[src/rtl/seg_display_capture.sv]
// Purpose : receive side of the multiplexed 8-digit seven-segment bus; decodes scanned slots into a frame.
// Latency : 1 cycle input register + STABLE_CYCLES samples to slot write; frame_valid one cycle after completing write.
// Backpres: none -- passive monitor, every cycle is sampled, outputs are pulses/levels with no ready handshake.
//
// Ports:
//   clk, rst        clock, synchronous active-high reset
//   AN[7:0]         anode selects (polarity set by ANODE_ACTIVE_LOW), one active per slot, none = blank
//   C[7:0]          active-low cathodes, C[0]=a .. C[6]=g, C[7]=DP
//   digits[31:0]    last complete frame, nibble k belongs to anode k
//   dp[7:0]         last complete frame decimal points, 1 = lit
//   frame_valid     one-cycle pulse after digits/dp load
//   err_multi       one-cycle pulse: accepted sample had several anodes active
//   err_seg         one-cycle pulse: accepted sample was not a hex glyph
//   frame_count     completed frames, wrapping
module seg_display_capture #(
    parameter int STABLE_CYCLES    = 4,
    parameter bit ANODE_ACTIVE_LOW = 1'b1
) (
    input  logic        clk,
    input  logic        rst,
    input  logic [7:0]  AN,
    input  logic [7:0]  C,
    output logic [31:0] digits,
    output logic [7:0]  dp,
    output logic        frame_valid,
    output logic        err_multi,
    output logic        err_seg,
    output logic [15:0] frame_count
);

    // Idle level of the anode bus, used as the reset value of the input stage.
    localparam logic [7:0] AN_IDLE = ANODE_ACTIVE_LOW ? 8'hFF : 8'h00;
    // Stability counter saturates here.
    localparam logic [7:0] CNT_MAX = 8'(STABLE_CYCLES);
    // cnt holds (identical samples - 2) while a sample is stable, so the
    // STABLE_CYCLES-th identical sample is present when cnt == STABLE_CYCLES-2.
    localparam logic [7:0] CNT_ACC = 8'(STABLE_CYCLES - 2);

    typedef enum logic [1:0] {
        BLANK  = 2'd0,
        SETTLE = 2'd1,
        HOLD   = 2'd2
    } state_t;

    // Input stage and previous-sample copy used for change detection.
    logic [7:0]  an_q;
    logic [7:0]  c_q;
    logic [7:0]  an_p;
    logic [7:0]  c_p;

    logic [7:0]  cnt;
    state_t      state;
    state_t      state_nxt;

    logic [7:0]  seen;
    logic [31:0] wr_buf;
    logic [7:0]  dp_buf;

    // Normalised views of the registered sample.
    logic [7:0]  sel;
    logic [6:0]  seg;
    logic        changed;
    logic        sel_multi;
    logic [2:0]  slot;
    logic [7:0]  slot_onehot;
    logic        seg_ok;
    logic [3:0]  seg_nib;
    logic        accept;
    logic [31:0] wr_nxt;
    logic [7:0]  dp_nxt;
    logic [7:0]  seen_nxt;

    // Returns {valid, nibble} for an active-high gfedcba pattern.
    function automatic logic [4:0] hex_decode(input logic [6:0] s);
        logic [4:0] r;
        case (s)
            7'h3F:   r = {1'b1, 4'h0};
            7'h06:   r = {1'b1, 4'h1};
            7'h5B:   r = {1'b1, 4'h2};
            7'h4F:   r = {1'b1, 4'h3};
            7'h66:   r = {1'b1, 4'h4};
            7'h6D:   r = {1'b1, 4'h5};
            7'h7D:   r = {1'b1, 4'h6};
            7'h07:   r = {1'b1, 4'h7};
            7'h7F:   r = {1'b1, 4'h8};
            7'h6F:   r = {1'b1, 4'h9};
            7'h77:   r = {1'b1, 4'hA};
            7'h7C:   r = {1'b1, 4'hB};
            7'h39:   r = {1'b1, 4'hC};
            7'h5E:   r = {1'b1, 4'hD};
            7'h79:   r = {1'b1, 4'hE};
            7'h71:   r = {1'b1, 4'hF};
            default: r = 5'h00;
        endcase
        return r;
    endfunction

    // ------------------------------------------------------------------
    // Input register and previous-sample register
    // ------------------------------------------------------------------
    always_ff @(posedge clk) begin
        if (rst) begin
            an_q <= AN_IDLE;
            c_q  <= 8'hFF;
            an_p <= AN_IDLE;
            c_p  <= 8'hFF;
        end else begin
            an_q <= AN;
            c_q  <= C;
            an_p <= an_q;
            c_p  <= c_q;
        end
    end

    // ------------------------------------------------------------------
    // Sample decode
    // ------------------------------------------------------------------
    always_comb begin
        sel       = ANODE_ACTIVE_LOW ? ~an_q : an_q;
        seg       = ~c_q[6:0];
        changed   = ({an_q, c_q} != {an_p, c_p});
        sel_multi = ($countones(sel) > 1);
        {seg_ok, seg_nib} = hex_decode(seg);
    end

    // Index of the active anode; only meaningful when exactly one bit is set.
    always_comb begin
        slot = 3'd0;
        for (int i = 7; i >= 0; i--) begin
            if (sel[i]) begin
                slot = 3'(i);
            end
        end
        slot_onehot = 8'd1 << slot;
    end

    // Working buffers as they would look after writing the current slot;
    // the frame load uses these so the completing digit is included.
    always_comb begin
        wr_nxt                    = wr_buf;
        wr_nxt[{slot, 2'b00} +: 4] = seg_nib;
        dp_nxt                    = dp_buf;
        dp_nxt[slot]              = ~c_q[7];
        seen_nxt                  = seen | slot_onehot;
    end

    // ------------------------------------------------------------------
    // Stability counter
    // ------------------------------------------------------------------
    always_ff @(posedge clk) begin
        if (rst) begin
            cnt <= 8'd0;
        end else if (changed) begin
            cnt <= 8'd0;
        end else if (cnt != CNT_MAX) begin
            cnt <= cnt + 8'd1;
        end
    end

    // ------------------------------------------------------------------
    // Slot FSM
    // ------------------------------------------------------------------
    always_ff @(posedge clk) begin
        if (rst) begin
            state <= BLANK;
        end else begin
            state <= state_nxt;
        end
    end

    always_comb begin
        state_nxt = state;
        accept    = 1'b0;
        case (state)
            BLANK: begin
                if (sel != 8'd0) begin
                    state_nxt = SETTLE;
                end
            end
            SETTLE: begin
                if (sel == 8'd0) begin
                    state_nxt = BLANK;
                end else if (!changed && (cnt >= CNT_ACC)) begin
                    // >= rather than == so a slot can never be stranded in
                    // SETTLE if cnt were already past the threshold.
                    accept    = 1'b1;
                    state_nxt = HOLD;
                end
            end
            HOLD: begin
                if (sel == 8'd0) begin
                    state_nxt = BLANK;
                end else if (changed) begin
                    state_nxt = SETTLE;
                end
            end
            default: begin
                state_nxt = BLANK;
            end
        endcase
    end

    // ------------------------------------------------------------------
    // Accept: error checks, buffer write, frame completion
    // ------------------------------------------------------------------
    always_ff @(posedge clk) begin
        if (rst) begin
            seen        <= 8'd0;
            wr_buf      <= 32'd0;
            dp_buf      <= 8'd0;
            digits      <= 32'd0;
            dp          <= 8'd0;
            frame_valid <= 1'b0;
            err_multi   <= 1'b0;
            err_seg     <= 1'b0;
            frame_count <= 16'd0;
        end else begin
            frame_valid <= 1'b0;
            err_multi   <= 1'b0;
            err_seg     <= 1'b0;
            if (accept) begin
                if (sel_multi) begin
                    err_multi <= 1'b1;
                end else if (!seg_ok) begin
                    err_seg <= 1'b1;
                end else begin
                    wr_buf <= wr_nxt;
                    dp_buf <= dp_nxt;
                    if (seen_nxt == 8'hFF) begin
                        digits      <= wr_nxt;
                        dp          <= dp_nxt;
                        seen        <= 8'd0;
                        frame_count <= frame_count + 16'd1;
                        frame_valid <= 1'b1;
                    end else begin
                        seen <= seen_nxt;
                    end
                end
            end
        end
    end

endmodule

[config.mk]
export PLATFORM = sky130hd
export DESIGN_NAME = seg_display_capture
export DESIGN_NICKNAME = d
export VERILOG_FILES = /design/src/rtl/seg_display_capture.sv
export SDC_FILE = /design/constraint.sdc
export NUM_CORES = 1
export LEC_CHECK = 0
export BUFFER_PORTS_ARGS = -buffer_cell sky130_fd_sc_hd__buf_2
export CORE_ASPECT_RATIO = 1.2
export CORE_MARGIN = 4
export CORE_UTILIZATION = 53
export CTS_BUF_LIST = sky130_fd_sc_hd__clkbuf_16
export CTS_CLUSTER_SIZE = 16
export DETAILED_ROUTE_END_ITERATION = 10
export PLACE_DENSITY = 0.76
export RECOVER_POWER = 100
export SYNTH_ARGS = -nofsm -noshare
export SYNTH_HDL_FRONTEND = slang
export SYNTH_SLANG_ARGS = --single-unit
[constraint.sdc]
create_clock -name clk -period 4.5 [get_ports clk]
set_input_delay 0.225 -clock clk [delete_from_list [all_inputs] [get_ports clk]]
set_output_delay 0.225 -clock clk [all_outputs]
set_load 0.02 [all_outputs]
After elaboration in Yosys (flattened, before gate mapping)
Index checks and enable logic that the tools add are counted.
{ "op_classes": {"n_lt_le_gt_ge": 4, "reduce_logical": 13, "n_addsub": 10, "n_eq_ne": 24, "mux": 26, "shift": 3, "bitwise_logic": 7} }
{ "ops": {"columns": ["cell", "count"], "rows": [
  ["$eq 7x7->1 const B", 12],
  ["$pmux 5 s16", 1],
  ["$bwmux 32", 1],
  ["$shift 4x7->32 const A", 1],
  ["$shiftx 4x7->32", 1],
  ["$mux 3", 8],
  ["$add 16x1->16 const B", 1],
  ["$ne 16x16->1", 1],
  ["$eq 7x3->1 const B", 2],
  ["$eq 7x6->1 const B", 2],
  ["$mux 2", 5],
  ["$add 1x1->2", 4],
  ["$add 8x1->8 const B", 1],
  ["$bwmux 8", 1],
  ["$eq 8x8->1 const B", 1],
  ["$ge 8x2->1 const B", 1],
  ["$logic_not 8->1", 1],
  ["$mux 8", 1],
  ["$ne 8x3->1 const B", 1],
  ["$not 8->8", 1],
  ["$or 8x8->8", 1],
  ["$reduce_bool 8->1", 1],
  ["$shl 1x3->8 const A", 1],
  ["$mux 1", 7],
  ["22 further kinds", 30]
]} }
{ "totals": {"inputBits": 18, "wordCells": 102, "ff_bits": 149, "out_inout_bits": 59} }

Logic depth before layout (Yosys ltp)
{ "logic_depth": {"word_depth": 14, "depth_mapped": 16, "ltp_nobuf": 13} }

Worst setup path after synthesis
No wires, ideal clock.
{ "synth_timing": {"path_type": "flip-flop to flip-flop", "startpoint": "reg an_q[1]", "endpoint": "reg frame_count[10]", "required_ns": 4.430, "period_less_slack_ns": 4.423, "path_buffers": 2, "slack_ns": 0.077, "setup_ns": 0.070, "arrival_ns": 4.352, "stages_incl_launch_ff": 16, "cell_sequence": "dfxtp_1 > buf_2 > inv_1 > fa_1 > fa_1 > fa_1 > ha_1 > inv_1 > fa_1 > nor4bb_1 > a32o_1 > nor3b_2 > o211ai_4 > buf_6 > or4_1 > a21oi_1"} }
{ "synth_via": {"elab_chain_cells": 7, "word_cells_on_any_way": 19, "cone_classes": "3 x add/sub; 1 x order compare; 2 x eq/ne; 1 x shift; 5 x mux; 3 x bitwise; 4 x reduce/logical"} }
{ "synth_lines": {"columns": ["item", "line_no", "source"], "rows": [
  ["from (decl)", "46", "logic [7:0] an_q;"],
  ["from (signal assigned)", "103", "an_q <= AN_IDLE;"],
  ["from (signal assigned)", "108", "an_q <= AN;"],
  ["$not 8->8 or $ne 16x16->1 (tied branches)", "119, 121", null],
  ["$add 1x1->2 (not written as such) (tied with other cells)", "122", "sel_multi = ($countones(sel) > 1);"],
  ["$add 2x2->3 (not written as such) (tied with other cells)", "122", null],
  ["$add 3x3->4 (not written as such) (tied with other cells)", "122", null],
  ["$gt 4x1->1 (tied with other cells)", "122", null],
  ["$not 1->1 (no source line) (tied with other cells)", null, null],
  ["$reduce_and 4->1 (no source line) (*)", null, null],
  ["to (signal assigned)", "233", "frame_count <= frame_count + 16'd1;"],
  ["to (decl)", "28", "output logic [15:0] frame_count"]
]} }
Mark *: on every way between the ends. The rest lies on a longest branch, timed or not.
A chain may end at the register's enable or synchronous reset.

Worst setup path after layout
{ "layout_timing": {"startpoint": "reg an_q[0]", "endpoint": "reg frame_count[2]"} }
{ "layout_via": {"elab_chain_cells": 7, "word_cells_on_any_way": 18, "cone_classes": "3 x add/sub; 1 x order compare; 2 x eq/ne; 1 x shift; 4 x mux; 3 x bitwise; 4 x reduce/logical"} }
{ "layout_lines": {"columns": ["item", "line_no"], "rows": [
  ["$not 8->8 or $ne 16x16->1 (tied branches)", "119, 121"],
  ["$add 1x1->2 (not written as such) or $logic_not 1->1 (tied branches)", "122, 183"],
  ["$add 2x2->3 (not written as such) or $logic_and 1x1->1 (tied branches)", "122, 183"],
  ["$add 3x3->4 (not written as such) or $mux 1 (tied branches)", "122, 183"],
  ["$gt 4x1->1 or $mux 1 (tied branches)", "122, 181"],
  ["$not 1->1 (no source line) or $mux 1 (tied branches)", null],
  ["$reduce_and 4->1 (no source line) (*)", null]
]} }
Marks and branches as above.

==> impl_metrics.yaml <==
status:
  status: "finished clean"
synth:
  synthesis.instances: 850
  yosys-top-cells-count: "dfxtp_1 (149), a21oi_1 (97), nand2_1 (81)"
  synth_cell_type_count: 67
  yosys.area.top_type: "dfxtp_1"
  synth_edf_count: 0
  synth_most_common_cell: "dfxtp_1"
  async_reset_ff_frac: 0
  yosysWarnings: 0
  syn_nets: 887
  synth_top_area_frac: 0.4138
  syn_avg_cell_area_um2: 8.480
  ys_ff_latch: 149
  ys_top_cells_by_area: "dfxtp_1 (41%), a21oi_1 (6.7%), nand2_1 (4.2%)"
  netlist_area_mm2: 0.007208
  synth-seq-area-share: 0.4138
  synth-main-ff-cell: "dfxtp_1"
clock_tree:
  tritoncts: "yes"
  htreeDepth: 4
  clk-insertion-delay-late_ns: 0.43
  clk_pin_slew_ns: 0.06
  clk_path_buf_depth: 2
  cts_root_buffer: "clkbuf_16"
  numCtsBuffers: 17
  cts.sinks: 149
sta:
  hold_viol: 0
  max_freq_mhz: 226.7
  fin_setup_tns_ns: 0
  setup_viol_count_final: 0
  slew_headroom: 0.2797
  period_share: 0.9803
  worst_pin_slew_ns: 1.074
  worst_slack_ns: 0.08862
  drv_slew: 0
  min_period_ns: 4.411
  fin_skew_ns: 0.01108
layout:
  fillers: 1130
  n_antenna_cell: 0
  fin_nets: 967
  layout-drive-gt1-share: 0.1338
  areaGrowthSynthToFinish_pct: 19.65
  reg_top3: "digits (32), wr_buf (32), frame_count (16)"
  seq_area_mm2: 0.002985
  post-route-util: 0.6487
  instances_no_fill: 1110
  multi_input_area_mm2: 0.003851
pwr:
  clkPwrFrac: 0.464
  switching_share: 0.2392
  cellLeakagePower_nw: 3.067
  power.net_switching_w: 0.0007182
  internal_power_w: 0.002284
  ir_worst_vdd_mv: 0.3075
  pwr-share-comb: 0.084
  p_per_area_mw_per_mm2: 348.2
  p_seq_frac: 0.452
drt:
  postRouteAntennaNets: 0
  via_count: 6759
  initialDrtViolationCount: 602
  first_pass_iters: 5
  wl_per_cell_um: 17.16
  avgViaCountPerCell: 6.089
  drc_errors: 0
  wl_um: 19050
floorplanning:
  initial_core_util: 0.5422
  chipWidth_um: 114.5
  ios: 77
  coreArea_mm2: 0.01330
  die_area_mm2: 0.01554
  fp-row-count: 46
  die_y_um: 135.8
worst_setup_path:
  path_cells: "inv_2 -> fa_1 -> fa_1 -> fa_1 -> ha_2 -> inv_1 -> fa_1 -> nor4bb_2 -> a32o_2 -> nor3b_4 -> o211ai_4 -> buf_4 -> clkbuf_16 -> o31ai_1 -> a21oi_1"
  cp.arrival_ns: 4.68
  worstSetupPathType: "reg -> reg"
  cp-start-kind: "flop"
  cp.required_ns: 4.77
  crit_slowest_cell: "fa_1"
  worst-path-max-fanout: 10
  critical_path.max_stage_delay_ns: 0.55
  crit_top_cell: "fa_1"
  path_buf_inv: 4
  cp-end-kind: "flop"
  critPathTopFamily: "adder cells"
place:
  place.gp.congestion: 0.8511
  placed_cells: 1049
  dpl.hpwl_um: 12090
  dp_slack_ns: -0.07197
  port_buffers: 76
global_route:
  antenna_found_initial: 0
  grtUsageTotal: 0.2386
  overflow: 0
  first_global_vias: 5967
  grt_pass1_wl_um: 29900
  grt_max_degree: 88
hold_path:
  min_path_type: "reg -> reg"
run:
  maxCapViolations: 0
==> power groups by stage <==
stage	Sequential [W]	Combinational, W	Clock [W]
after detailed placement	0.00138	0.000235	0
after global routing	0.00136	0.000278	0.00147
final	0.00136	0.000253	0.00139
after floorplan	0.00137	0.000186	0
after global placement	0.00138	0.000229	0
after CTS	0.00136	0.000248	0.00140
==> layer usage <==
layer | up-vias | global-route usage | wire [um]
li1 | 3266 | - | -
met1 | 3204 | 0.3135 | 8092
met2 | 255 | 0.3890 | 9194
met3 | 34 | 0.05004 | 1367
met4 | 0 | 0.08053 | 390
met5 | - | 0 | 0
==> cell usage in the layout (no fill, tap or decap), types with 18 or more instances in the layout <==
cell type  synthesis  final
nand3_1           47     47
o31ai_1           22     22
nor2_1            32     32
or2_2             24     24
buf_4              0     26
nand2_1           81     81
nor3_1            20     20
clkbuf_16          0     23
o21ai_0           43     43
inv_1             27     28
dfxtp_1          149    147
a21oi_1           97     95
clkbuf_1          46     60
xnor2_1           17     18
==> kinds of logic (layout without fill, tap and decap cells) <==
logic type | Yosys count | in the layout | synth area share
AO/OA/AOI/OAI | 258 | 258 | 0.2293
XOR/XNOR | 25 | 25 | 0.03142
AND/OR/NAND/NOR | 289 | 289 | 0.2130
flip-flops | 149 | 149 | 0.4138
buffers and inverters | 96 | 188 | 0.05589
adder cells (fa/ha/maj) | 19 | 19 | 0.03715
multiplexers | 14 | 14 | 0.01944
==> stage by stage <==
step           area, um^2  power, W  hold WS, ns
5_1_grt              8625  0.003102       0.4737
3_3_place_gp         7726  0.001613       0.4067
4_1_cts              8478  0.003009       0.1528
2_1_floorplan        7208  0.001556       0.3288
6_report             8625  0.003003       0.4509
3_5_place_dp         7726  0.001619       0.4094
==> final cells by class <==
cell class / count / share of cell area
multi-input combinational: 605 / 0.4465
sequential: 149 / 0.3461
inverter: 28 / 0.01219
timing repair buffer: 129 / 0.1046
tap: 168 / 0.02437
clock buffer: 17 / 0.04933
clock inverter: 14 / 0.01683
==> worst paths after layout <==
check,start,end,slack [ns],cells after the start
worst max-delay path,an_q[0]$_SDFF_PP1_,frame_count[2]$_SDFFE_PP0P_,0.09,15
worst min-delay path,dp_buf[6]$_SDFFE_PP0P_,dp_buf[6]$_SDFFE_PP0P_,0.45,2
worst max register to register,an_q[0]$_SDFF_PP1_,frame_count[2]$_SDFFE_PP0P_,0.09,15
worst min register to register,dp_buf[6]$_SDFFE_PP0P_,dp_buf[6]$_SDFFE_PP0P_,0.45,2
==> tightest hold or removal path, stage by stage, from the launching register on <==
cell     delay [ns]
dfxtp_1        0.30
nand2_1        0.05
a21oi_1        0.05
==> timing repair <==
| action | in CTS | in global routing |
|---|---|---|
| pin swaps | 0 | 4 |
| hold buffers | 16 | 0 |
| endpoints found under the hold margin | 16 | 0 |
| gates resized for setup | 1 | 13 |
| setup buffers | 2 | 6 |
| endpoints found under the setup margin | 14 | 81 |
| cloned | 0 | 6 |
No activity file was read; power rests on OpenSTA's default activity.
